**src/rtl/ffo32_decode_seq.sv**
```systemverilog
// ffo32_decode_seq: sequential 5-bit index to 32-bit one-hot decoder.
//
// A request is accepted on a posedge where ready=1 and start=1. At that edge
// v/p/accumulate are latched. A one-hot marker is then walked from bit 0
// (leftmost) toward bit 31 under a 5-bit counter until the counter equals the
// latched index. The marker is then written, or ORed, into the held vector b.
//
// Ports:
//   clock       in   system clock, posedge
//   reset       in   synchronous, active-high; clears all state
//   start       in   request strobe, honoured only while ready=1
//   v           in   valid flag; 0 = no bit to set
//   p[0:4]      in   target bit index, 0 selects b[0] (leftmost)
//   accumulate  in   1 = OR into b, 0 = replace b
//   b[0:31]     out  decoded vector, registered
//   ready       out  high only in IDLE
module ffo32_decode_seq (
  input  logic        clock,
  input  logic        reset,
  input  logic        start,
  input  logic        v,
  input  logic [0:4]  p,
  input  logic        accumulate,
  output logic [0:31] b,
  output logic        ready
);

  typedef enum logic [3:0] {
    StIdle  = 4'b0001,
    StLoad  = 4'b0010,
    StScan  = 4'b0100,
    StWrite = 4'b1000
  } state_e;

  state_e      r_state;
  state_e      w_state_next;
  logic [0:31] r_marker;
  logic [4:0]  r_count;
  logic        r_v;
  logic [0:4]  r_p;
  logic        r_acc;
  logic [0:31] r_b;
  logic        w_scan_done;
  logic [0:31] w_b_next;

  assign w_scan_done = !r_v || (r_count == r_p);

  // State register
  always_ff @(posedge clock) begin
    if (reset) begin
      r_state <= StIdle;
    end else begin
      r_state <= w_state_next;
    end
  end

  // Next-state logic
  always_comb begin
    w_state_next = StIdle;
    case (r_state)
      StIdle:  w_state_next = start ? StLoad : StIdle;
      StLoad:  w_state_next = StScan;
      StScan:  w_state_next = w_scan_done ? StWrite : StScan;
      StWrite: w_state_next = StIdle;
      default: w_state_next = StIdle;
    endcase
  end

  // Moore outputs
  always_comb begin
    ready = (r_state == StIdle);
  end

  assign b = r_b;

  // Value written into b when WRITE completes
  always_comb begin
    w_b_next = r_b;
    if (r_v) begin
      w_b_next = r_acc ? (r_b | r_marker) : r_marker;
    end else if (!r_acc) begin
      w_b_next = '0;
    end
  end

  // Datapath registers
  always_ff @(posedge clock) begin
    if (reset) begin
      r_marker <= '0;
      r_count  <= '0;
      r_v      <= 1'b0;
      r_p      <= '0;
      r_acc    <= 1'b0;
      r_b      <= '0;
    end else begin
      case (r_state)
        StIdle: begin
          if (start) begin
            r_v   <= v;
            r_p   <= p;
            r_acc <= accumulate;
          end
        end
        StLoad: begin
          r_marker <= 32'h8000_0000;
          r_count  <= '0;
        end
        StScan: begin
          // Shift toward bit 31 (numerically right), zero fill
          if (!w_scan_done) begin
            r_marker <= r_marker >> 1;
            r_count  <= r_count + 5'd1;
          end
        end
        StWrite: begin
          r_b <= w_b_next;
        end
        default: ;
      endcase
    end
  end

endmodule

```
**config.mk**
```make
export PLATFORM = sky130hd
export DESIGN_NAME = ffo32_decode_seq
export DESIGN_NICKNAME = d
export VERILOG_FILES = /design/src/rtl/ffo32_decode_seq.sv
export SDC_FILE = /design/constraint.sdc
export NUM_CORES = 1
export LEC_CHECK = 0
export BUFFER_PORTS_ARGS = -buffer_cell sky130_fd_sc_hd__buf_4
export CORE_MARGIN = 2
export CORE_UTILIZATION = 55
export DETAILED_ROUTE_END_ITERATION = 6
export PLACE_DENSITY = 0.77
export RECOVER_POWER = 25
export SLEW_MARGIN = 20
export SYNTH_ARGS = -nofsm -noshare
export SYNTH_HDL_FRONTEND = slang
export SYNTH_SLANG_ARGS = --single-unit
```
**constraint.sdc**
```tcl
create_clock -name clock -period 2.45 [get_ports clock]
set_clock_uncertainty 0.15 [all_clocks]
set_input_delay 0.1225 -clock clock [delete_from_list [all_inputs] [get_ports clock]]
set_output_delay 0.1225 -clock clock [all_outputs]
set_load 0.01 [all_outputs]
```
==> metrics.md, run 1 <==
| Metric | Value |
|---|---|
| Nets | 330 |
| Pin count of the biggest net entering global routing | 49 |
| RSZ-0062 raised after global routing | false |
| Mapped Cells | 262 |
| Core footprint | 0.00504 mm2 |
| Sequential element share of the synthesized area | between 50% and 60% |
| Synthesis-to-layout area growth | 22.1% |
| PortBufs | between 40 and 50 |
| Net Sw Power | 538 uW |
| Via-per-instance ratio | ~5.5 |
| Sequential share of power | 51.2% |
| P_leak | 0.00130 uW |
| Worst-skew pair later-pin latency | 0.36 ns |
| First-pass GRT wire length | ~9600 um |
| Worst vdd ir | 0.000559 V |
| Vias in the first global route | 2009 |
| Die X | 75.8 um |
| Antenna Diode Count | 0 |
| Finished Core Util | around two thirds |
| Die height | 75.8 um |
| Post-route antenna net violation count | 0 |
| Final setup vio count | 0 |
| CP endpoint kind | flip-flop |
| Power Density | 745 mW/mm2 |
| Routed WL per cell | 14.9 um |
| Critical Path AT | 2.14 ns |
| Final Cycle Share | 83.9% |
| Commonest non-fill, non-tap cells in the layout | dfxtp_1 (80), nor2_1 (37), a22oi_1 (32) |
| Routability cong. | 0.863 |
| GR Util All Layers | 22.0% |
| DR iter-0 viols | 141 |
| First drt pass iteration count | 4 |
| Number of clock sinks | 80 |
| Peak Freq | between 400 and 500 MHz |
| I/O pins | 43 |
| # rows | 26 |
| Max Transition Viols Final | 0 |
| Commonest non-fill, non-tap cell in the layout | dfxtp_1 |
| Total chip power | 2580 uW |
| Routed WL | 5850 um |
| CTS tree | done |
| Placed Instances | 363 |
| Die footprint | 0.00574 mm2 |
| Setup ws final | 0.395 ns |
| Worst min-delay path category | input pin to flip-flop |
| Clock slew at reported path FFs | 0.09 ns |
| Starting Density | 56.2% |
| Required @ worst endpoint | ~2.5 ns |
| Total number of vias | 2167 |
| Max FO, Critical Path | 8 |
| Clock period minus final worst setup slack | 2.06 ns |
| Clock Tree Root | clkbuf_8 |
| Fillers | 423 |
| Logic pwr share | roughly 4.7% |
| Worst Setup Start Kind | flip-flop |
| Final Hold Viols | 0 |
| Slew headroom | approximately three fifths |
| Max Cap Viol | 0 |
| Syn_nets | about 270 |
| Worst-Margin Slew | 0.586 ns |
| DP Worst Slack | 0.258 ns |
| Setup TNS Final | 0 ns |
| Maximum number of buffers from clock root to sink | 2 |
| Mapped cell area | 0.00284 mm2 |
| Layout cells sized above 1 | 20.1% |
| Layout Cells excl Fill | 393 |
| Int Power | 2040 uW |
| H-tree Lvls | 3 |
| Synth cell types | 33 |
| Initial antenna violation count | 0 |
| Num CTS Buffers | 9 |
| Gr ovfl total | 0 |
| Sw Share | 20.9% |
| Seq cells post-synth | 80 |
| Status | complete, no violations |
| Hpwl dp | about 3500 um |
| WS Path Type | flip-flop to flip-flop |
| Syn Area/Cell | 10.8 um2 |
| Post-route DRC | 0 |
| YS warnings | 0 |
| Clk pwr share | 44.1% |
## power groups by stage
stage	clock network [uW]	logic, uW	registers, uW
5_1_grt	1200	131	1320
4_1_cts	1150	116	1320
2_1_floorplan	0	66.6	1350
3_3_place_gp	0	94.1	1350
3_5_place_dp	0	96.2	1350
6_report	1140	121	1320
## path summary, 6_finish.rpt
kind	startpoint	end	slack, ns	cells past startpoint
setup reg to reg	r_state[2]$_SDFF_PP0_	r_count[3]$_SDFFE_PP0P_	0.39	6
setup / recovery	r_state[2]$_SDFF_PP0_	r_count[3]$_SDFFE_PP0P_	0.39	6
hold reg to reg	r_acc$_SDFFE_PP0P_	r_acc$_SDFFE_PP0P_	0.32	2
hold / removal	reset	b[19]$_SDFFE_PP0P_	0.07	2
## what timing repair did
item                                    in CTS  in global routing
endpoints found under the hold margin        7                  0
hold buffers                                14                  0
endpoints found under the setup margin       0                  0
buffers inserted                             0                  0
gates resized for setup                      0                  0
## routing by layer
layer,global-route usage [%],wire [um]
met5,0,0
met4,11.1,130
met1,30.5,2850
met3,3.97,195
met2,33.0,2680
## synthesized netlist by cell type (all sizes together)
| master | instances | area (um2) |
|---|---|---|
| a21oi | 9 | 48.8 |
| a22o | 32 | 302 |
| a22oi | 32 | 240 |
| a311oi | 1 | 26.3 |
| a31o | 1 | 8.76 |
| a32o | 3 | 30.0 |
| and2 | 1 | 6.26 |
| buf | 11 | 90.1 |
| clkbuf | 8 | 30.0 |
| dfxtp | 80 | 1600 |
| ha | 1 | 12.5 |
| inv | 3 | 11.3 |
| mux2 | 1 | 11.3 |
| nand2 | 13 | 48.8 |
| nand2b | 1 | 6.26 |
| nand3 | 9 | 45.0 |
| nor2 | 38 | 145 |
| nor3 | 5 | 41.3 |
| nor3b | 1 | 7.51 |
| nor4b | 4 | 62.6 |
| o21ai | 2 | 10.0 |
| o22ai | 1 | 6.26 |
| xor2 | 5 | 43.8 |
## cell families after synthesis
group                    share of synthesized area, %
XOR/XNOR                                         1.54
buffers and inverters                            4.63
adder cells (fa/ha/maj)                         0.441
flip-flops                                       56.5
multiplexers                                    0.397
AND/OR/NAND/NOR                                  12.8
AO/OA/AOI/OAI                                    23.7
## metrics by stage
step	instance area (um2)	hold WS, ns
after global routing	3460	0.0909
after global placement	3180	0.237
final	3460	0.0693
after detailed placement	3180	0.244
after floorplan	2840	0.120
after CTS	3550	0.0602
## state kept, by name, summed over array words and instances (netlist names)
name      flops
b            32
r_acc         1
r_count       5
r_marker     32
r_p           5
r_state       4
r_v           1
## critical path, stage by stage (launching register included)
cell and delay, ns:
dfxtp_1 0.44, nor4b_2 0.46, nand2_1 0.13, a21oi_2 0.19
buf_4 0.19, o21ai_0 0.10, a32o_1 0.29
## cell type report
class,count,area (um2),share of cell area [%]
multi-input combinational,160,1100,31.8
timing repair buffer,65,425,12.3
clock inverter,5,106,3.07
inverter,3,11.3,0.325
tap,70,87.6,2.53
clock buffer,10,128,3.69
sequential,80,1600,46.3
No activity file was read; power rests on OpenSTA's default activity.
==> run 2: changes to the inputs <==
ABC_AREA = 1   (was unset)
CORE_UTILIZATION = 52   (was 55)
PLACE_DENSITY = 0.75   (was 0.77)
clock period = 1.7 ns   (was 2.45 ns; I/O delays follow)
==> run 2 against run 1 <==
Compared with the run above: routed wire length is 35% higher; sequential share of layout area is 7.9 points lower; largest power group unchanged; synthesized cell count is 53% higher; critical endpoint is now r_marker[13]$_SDFFE_PP0P_; clock power is 9.6% higher; core utilization is 6.1 points lower; total power is 35% higher; non-clock buffer count is 4 higher; via count is 43% higher; cell area is 21% higher; synthesized area is 25% higher; die area is 30% higher; first-iteration DRC count is 40% higher.
==> metrics.md, run 2 <==
| Metric | Value |
|---|---|
| Slew headroom | 78.1% (was 60.8%) |
| Total chip power | 3480 uW (was 2580 uW) |
| Worst min-delay path category | flip-flop to flip-flop (was input pin to flip-flop) |
| Post-route DRC | 0 (unchanged) |
| Pin count of the biggest net entering global routing | 47 (was 49) |
| Top cells by area in the synthesized netlist | dfxtp_1 (45%), a21oi_1 (7.9%), nand3_2 (7.9%) (was dfxtp_1 (56%), a22oi_1 (8.5%), a22o_2 (6.0%)) |
| DR WL met2 | 3580 um (was 2680 um) |
| Critical path cell sequence | inv_1 -> nand2_1 -> nand2_1 -> nor2_2 -> nand3_4 -> nand3_4 -> buf_12 -> nand3_2 -> a21oi_2 (was nor4b_2 -> nand2_1 -> a21oi_2 -> buf_4 -> o21ai_0 -> a32o_1) |
| Number of clock sinks | 80 (unchanged) |
| Antenna Diode Count | 0 (unchanged) |
| Synth cell types | 27 (was 33) |
| First-pass GRT wire length | 13500 um (was 9570 um) |
| Commonest non-fill, non-tap cells in the layout | dfxtp_1 (77), a21oi_1 (56), o21ai_0 (36) (was dfxtp_1 (80), nor2_1 (37), a22oi_1 (32)) |
| Required @ worst endpoint | 1.84 ns (was 2.54 ns) |
| Ys flop type | dfxtp_1 (unchanged) |
| Max Transition Viols Final | 0 (unchanged) |
| Largest stage delay on the critical path | 0.38 ns (was 0.46 ns) |
| Syn Area/Cell | 8.84 um2 (was 10.8 um2) |
| Routed WL per cell | 15.0 um (was 14.9 um) |
| Hold path startpoint | r_acc$_SDFFE_PP0P_ (was reset) |
| Max Cap Viol | 0 (unchanged) |
| Largest area contributor in the netlist | dfxtp_1 (unchanged) |
| Met3 routed WL | 331 um (was 195 um) |
| WS Path Type | flip-flop to flip-flop (unchanged) |
| Worst vdd ir | 0.000399 V (was 0.000559 V) |
| Worst Setup Start Kind | flip-flop (unchanged) |
| Syn_nets | 411 (was 273) |
| Post-synth top cells | dfxtp_1 (80), a21oi_1 (56), o21ai_0 (36), nand4_1 (34), a211oi_1 (33) (was dfxtp_1 (80), nor2_1 (37), a22oi_1 (32), a22o_2 (17), a22o_1 (15)) |
| Hpwl dp | 4800 um (was 3470 um) |
| Peak Freq | 639 MHz (was 487 MHz) |
| Total number of vias | 3091 (was 2167) |
| GR Util All Layers | 22.2% (was 22.0%) |
| DP Worst Slack | 0.0606 ns (was 0.258 ns) |
| Maximum number of buffers from clock root to sink | 2 (unchanged) |
| Mapped cell area | 0.00354 mm2 (was 0.00284 mm2) |
| Top Metal Used | met4 (unchanged) |
| Critical Path AT | 1.70 ns (was 2.14 ns) |
| M1 WL | 3900 um (was 2850 um) |
| Via-per-instance ratio | 5.85 (was 5.51) |
| CTS tree | done (unchanged) |
| Power Density | 833 mW/mm2 (was 745 mW/mm2) |
| Clock slew at reported path FFs | 0.08 ns (was 0.09 ns) |
| Die height | 86.5 um (was 75.8 um) |
| I/O pins | 43 (unchanged) |
| Worst-Margin Slew | 0.328 ns (was 0.586 ns) |
| Final Cycle Share | 92.1% (was 83.9%) |
| Initial antenna violation count | 0 (unchanged) |
| P_leak | 0.00135 uW (was 0.00130 uW) |
| Core footprint | 0.00668 mm2 (was 0.00504 mm2) |
| CP endpoint kind | flip-flop (unchanged) |
| Sequential element share of the synthesized area | 45.3% (was 56.5%) |
| Nets | 454 (was 330) |
| First drt pass iteration count | 4 (unchanged) |
| Mapped Cells | 400 (was 262) |
| Routed WL | 7930 um (was 5850 um) |
| Gr ovfl total | 0 (unchanged) |
| Status | complete, no violations (unchanged) |
| Die X | 86.5 um (was 75.8 um) |
| H-tree Lvls | 3 (unchanged) |
| Starting Density | 52.9% (was 56.2%) |
| YS warnings | 0 (unchanged) |
| Setup ws final | 0.134 ns (was 0.395 ns) |
| Final Hold Viols | 0 (unchanged) |
| Fillers | 582 (was 423) |
| Num CTS Buffers | 9 (unchanged) |
| Top cell type's share of synthesized area | 45.3% (was 56.5%) |
| Layout cells sized above 1 | 24.3% (was 20.1%) |
| PortBufs | 42 (unchanged) |
| Routability cong. | 0.836 (was 0.863) |
| Die footprint | 0.00748 mm2 (was 0.00574 mm2) |
| # rows | 30 (was 26) |
| Crit. Startpoint | r_count[1]$_SDFFE_PP0P_ (was r_state[2]$_SDFF_PP0_) |
| Final setup vio count | 0 (unchanged) |
| Worst-skew pair later-pin latency | 0.35 ns (was 0.36 ns) |
| Highest-delay cell along the critical path | dfxtp_2 (was nor4b_2) |
| Synthesis-to-layout area growth | 18.3% (was 22.1%) |
| Post-synth ARST share | 0% (unchanged) |
| Crit Reg-Reg Startpoint | r_count[1]$_SDFFE_PP0P_ (was r_state[2]$_SDFF_PP0_) |
| Post-route antenna net violation count | 0 (unchanged) |
| EDFF count, synth | 0 (unchanged) |
| DR iter-0 viols | 198 (was 141) |
| Commonest non-fill, non-tap cell in the layout | dfxtp_1 (unchanged) |
| Clock period minus final worst setup slack | 1.57 ns (was 2.06 ns) |
| Max FO, Critical Path | 20 (was 8) |
| Clock Tree Root | clkbuf_8 (unchanged) |
| Seq cells post-synth | 80 (unchanged) |
| Most common cell in the netlist | dfxtp_1 (unchanged) |
| Vias in the first global route | 2904 (was 2009) |
-- run 2: changes by cell type after synthesis, moves of 28 or more --
cell,delta
nand4_1,+34
a211oi_1,+33
nand3_2,+28
o21ai_0,+34
a22oi_1,-32
a21oi_1,+48
-- run 2: report_power, final --
group	switching [uW]	leakage (uW)	internal, uW
combinational	210	0.000621	118
sequential	16.1	0.000647	1890
clock	682	0.0000813	565
-- run 2: final timing paths --
path,to,slack [ns],cells after the start
setup reg to reg,r_marker[13]$_SDFFE_PP0P_,0.13,9
hold / removal,r_acc$_SDFFE_PP0P_,0.34,2
hold reg to reg,r_acc$_SDFFE_PP0P_,0.34,2
setup / recovery,r_marker[13]$_SDFFE_PP0P_,0.13,9
-- run 2: layer usage --
| layer | global-route usage [%] | up-vias |
|---|---|---|
| li1 | - | 1548 |
| met5 | 0 | - |
| met3 | 3.24 | 10 |
| met2 | 34.6 | 79 |
| met1 | 30.8 | 1454 |
| met4 | 9.09 | 0 |
-- run 2: final cells by class --
class / instances / area (um2) / share of cell area (%)
Clock inverter: 5 / 32.5 / 0.778
Clock buffer: 11 / 141 / 3.38
Sequential cell: 80 / 1610 / 38.4
Timing Repair Buffer: 69 / 536 / 12.8
Multi-Input combinational cell: 267 / 1710 / 40.8
Tap cell: 80 / 100 / 2.39
Inverter: 16 / 60.1 / 1.44
-- run 2: worst max-delay path, delay by kind of cell (launching register included) --
kind | cells | cell delay (ns)
compound gates | 1 | 0.13
simple gates | 6 | 0.58
flops | 1 | 0.38
buf+inv | 2 | 0.25
-- run 2: kinds of logic (layout without fill, tap and decap cells) --
kind of cell / after synthesis / count (layout) / share of synthesized area [%]
buffers and inverters: 53 / 101 / 6.86
xor gates and xnor gates: 1 / 1 / 0.248
adders and majority gates: 1 / 1 / 0.354
DFF: 80 / 80 / 45.3
and+or+nand+nor: 118 / 118 / 21.9
AOI/OAI and AO/OA: 147 / 147 / 25.3
-- run 2: what timing repair did --
action / CTS / global route
gates resized for setup: 0 / 5
endpoints found under the hold margin: 20 / 0
setup endpoints to repair: 0 / 38
hold buffers: 9 / 0
setup buffers: 0 / 1
-- run 2: per-stage QoR --
stage          instance area (um2)  hold WS (ns)  setup TNS, ns  cells  util, %
6_report                      4180         0.336              0    528     62.6
4_1_cts                       4270         0.332              0    527     63.9
3_5_place_dp                  4000         0.224              0    502     59.9
3_3_place_gp                  4000         0.219              0    502     59.9
5_1_grt                       4180         0.365       -0.00362    528     62.6
2_1_floorplan                 3540        0.0994              0    400        -
==> run 3: changes to the inputs <==
BUFFER_PORTS_ARGS = unset   (was -buffer_cell sky130_fd_sc_hd__buf_4)
CORE_UTILIZATION = 55   (was 52)
DONT_BUFFER_PORTS = 1   (was unset)
PLACE_DENSITY = 0.73   (was 0.75)
==> run 3 against run 2 <==
Compared with the run above: the run now ends with hold timing left; non-clock buffer count shrank 45; total power decreased by 1.7%; combinational power decreased by 24%; setup slack about the same; global-route usage rose by 0.22 points; via count is 6.0% lower; sequential share of layout area up 2.9 points; final cell count is 9.3% lower; core utilization fell by 0.69 points; critical path depth is 3 lower; fmax hardly changed; largest power group unchanged.
==> metrics.md, run 3 (synthesis results as in run 2) <==
| Metric | Value |
|---|---|
| Hpwl dp | 4570 um (was 4800 um) |
| Status | finished with violations (was complete, no violations) |
| Hold Crit Depth | 1 (was 2) |
| Hold buffer count at cts | 6 (was 9) |
| Hold Slack | -0.354 ns (was 0.336 ns) |
| Antenna Diode Count | 0 (unchanged) |
| Worst min-delay path category | input pin to flip-flop (was flip-flop to flip-flop) |
| Required @ worst endpoint | 1.84 ns (about the same) |
| Number of clock sinks | 80 (unchanged) |
| DP Worst Slack | 0.140 ns (was 0.0606 ns) |
| Clk pwr share | 36.9% (was 35.8%) |
| Die height | 84.2 um (was 86.5 um) |
| Reg-to-reg slack, setup | 0.13 ns (about the same) |
| Worst vdd ir | 0.000493 V (was 0.000399 V) |
| I/O pins | 43 (unchanged) |
| WS Path Type | flip-flop to flip-flop (unchanged) |
| Vias in the first global route | 2780 (was 2904) |
| Post-route DRC | 0 (unchanged) |
| Max FO, Critical Path | 23 (was 20) |
| Layout cells sized above 1 | 22.9% (was 24.3%) |
| Synthesis-to-layout area growth | 9.87% (was 18.3%) |
| Maximum number of buffers from clock root to sink | 2 (unchanged) |
| Gr ovfl total | 0 (unchanged) |
| Sequential share of power | 55.8% (was 54.8%) |
| Setup ws final | 0.134 ns (about the same) |
| Pin count of the biggest net entering global routing | 73 (was 47) |
| Worst-Margin Slew | 0.360 ns (was 0.328 ns) |
| Critical Path AT | 1.71 ns (was 1.70 ns) |
| Nets | 409 (was 454) |
| Num CTS Buffers | 9 (unchanged) |
| Final setup vio count | 0 (unchanged) |
| Starting Density | 56.3% (was 52.9%) |
| Core footprint | 0.00628 mm2 (was 0.00668 mm2) |
| Worst-skew pair later-pin latency | 0.36 ns (was 0.35 ns) |
| Clock slew at reported path FFs | 0.08 ns (about the same) |
| Sw Share | 24.9% (was 26.1%) |
| Initial antenna violation count | 0 (unchanged) |
| Max Transition Viols Final | 0 (unchanged) |
| Power Density | 881 mW/mm2 (was 833 mW/mm2) |
| Routed WL | 7720 um (was 7930 um) |
| P_leak | 0.00122 uW (was 0.00135 uW) |
| Slew headroom | 75.9% (was 78.1%) |
| Commonest non-fill, non-tap cell in the layout | dfxtp_1 (unchanged) |
| Worst Setup Start Kind | flip-flop (unchanged) |
| Logic pwr share | 7.3% (was 9.4%) |
| Via-per-instance ratio | 6.06 (was 5.85) |
| Fillers | 525 (was 582) |
| Clock Tree Root | clkbuf_8 (unchanged) |
| Die footprint | 0.00709 mm2 (was 0.00748 mm2) |
| Commonest non-fill, non-tap cells in the layout | dfxtp_1 (78), a21oi_1 (55), o21ai_0 (36) (was dfxtp_1 (77), a21oi_1 (56), o21ai_0 (36)) |
| First-pass GRT wire length | 13100 um (was 13500 um) |
| Peak Freq | 639 MHz (about the same) |
| Total chip power | 3420 uW (was 3480 uW) |
| DR iter-0 viols | 172 (was 198) |
| RSZ-0062 raised after global routing | false |
| First drt pass iteration count | 4 (unchanged) |
| Routed WL per cell | 16.1 um (was 15.0 um) |
| Total number of vias | 2905 (was 3091) |
| Worst R2R Path Depth | 6 (was 9) |
| Clock period minus final worst setup slack | 1.57 ns (about the same) |
| GR Util All Layers | 22.4% (was 22.2%) |
| # rows | 29 (was 30) |
| Max Cap Viol | 0 (unchanged) |
| Routability cong. | 0.819 (was 0.836) |
| Die X | 84.2 um (was 86.5 um) |
| Post-route antenna net violation count | 0 (unchanged) |
| H-tree Lvls | 3 (unchanged) |
| Final Hold Viols | 71 (was 0) |
| Final Cycle Share | 92.1% (about the same) |
| PortBufs | 0 (was 42) |
| Net Sw Power | 854 uW (was 908 uW) |
| CP endpoint kind | flip-flop (unchanged) |
| Int Power | 2570 uW (was 2580 uW) |
| Setup TNS Final | 0 ns (unchanged) |
| CTS tree | done (unchanged) |
| Failing checks | hold timing |
-- run 3: changes by cell type in the layout (fill, tap and decap cells not counted), sizes merged --
cell and delta:
clkinvlp -2, dlygate4sd3 -3, buf -14, clkbuf -27
-- run 3: critical path, stage by stage, from the launching register on --
cell and delay (ns):
dfxtp_1 0.36, nor2_1 0.15, nand3_1 0.15, inv_2 0.14, buf_6 0.22, nand4_1 0.16
a21oi_2 0.17
-- run 3: path summary, 6_finish.rpt --
path / start / to
worst max-delay path: r_state[1]$_SDFF_PP0_ / r_marker[18]$_SDFFE_PP0P_
worst min register to register: r_p[0]$_SDFFE_PP0P_ / r_p[0]$_SDFFE_PP0P_
worst max register to register: r_state[1]$_SDFF_PP0_ / r_marker[18]$_SDFFE_PP0P_
worst min-delay path: reset / r_p[0]$_SDFFE_PP0P_
-- run 3: power groups by stage --
| stage | Clock (uW) | Combinational [uW] | Sequential, uW |
|---|---|---|---|
| finish | 1260 | 249 | 1910 |
| global route | 1360 | 278 | 1910 |
| CTS | 1280 | 248 | 1910 |
| detailed placement | 0 | 234 | 1950 |
| global placement | 0 | 235 | 1950 |
| floorplan | 0 | 203 | 1950 |
-- run 3: cell type report --
cell class / count / area, um2 / area share [%]
clock inverters: 3 / 17.5 / 0.451
inverters: 16 / 60.1 / 1.55
flip-flops and latches: 80 / 1600 / 41.3
clock buffers: 12 / 155 / 3.99
multi-input cells: 267 / 1700 / 43.9
repair buffers: 24 / 249 / 6.41
well taps: 77 / 96.3 / 2.48
-- run 3: repair_timing --
item | CTS | global route
setup endpoints to repair | 0 | 10
setup buffers | 0 | 0
gates resized for setup | 0 | 4
endpoints found under the hold margin | 80 | 71
-- run 3: layer usage --
metal | share of wire [%] | wire (um) | global-route usage (%) | vias up
li1 | - | - | - | 1458
met1 | 48 | 3730 | 30.5 | 1383
met2 | 46 | 3560 | 34.5 | 55
met3 | 4.2 | 324 | 4.72 | 9
met4 | 1.3 | 104 | 9.68 | 0
met5 | 0 | 0 | 0 | -
-- run 3: per-stage QoR --
stage	cell area (um2)	utilization, %	std cells
2_1_floorplan	3540	-	400
3_3_place_gp	3640	58.0	458
3_5_place_dp	3640	58.0	458
4_1_cts	3870	61.7	479
5_1_grt	3890	61.9	479
6_report	3890	61.9	479
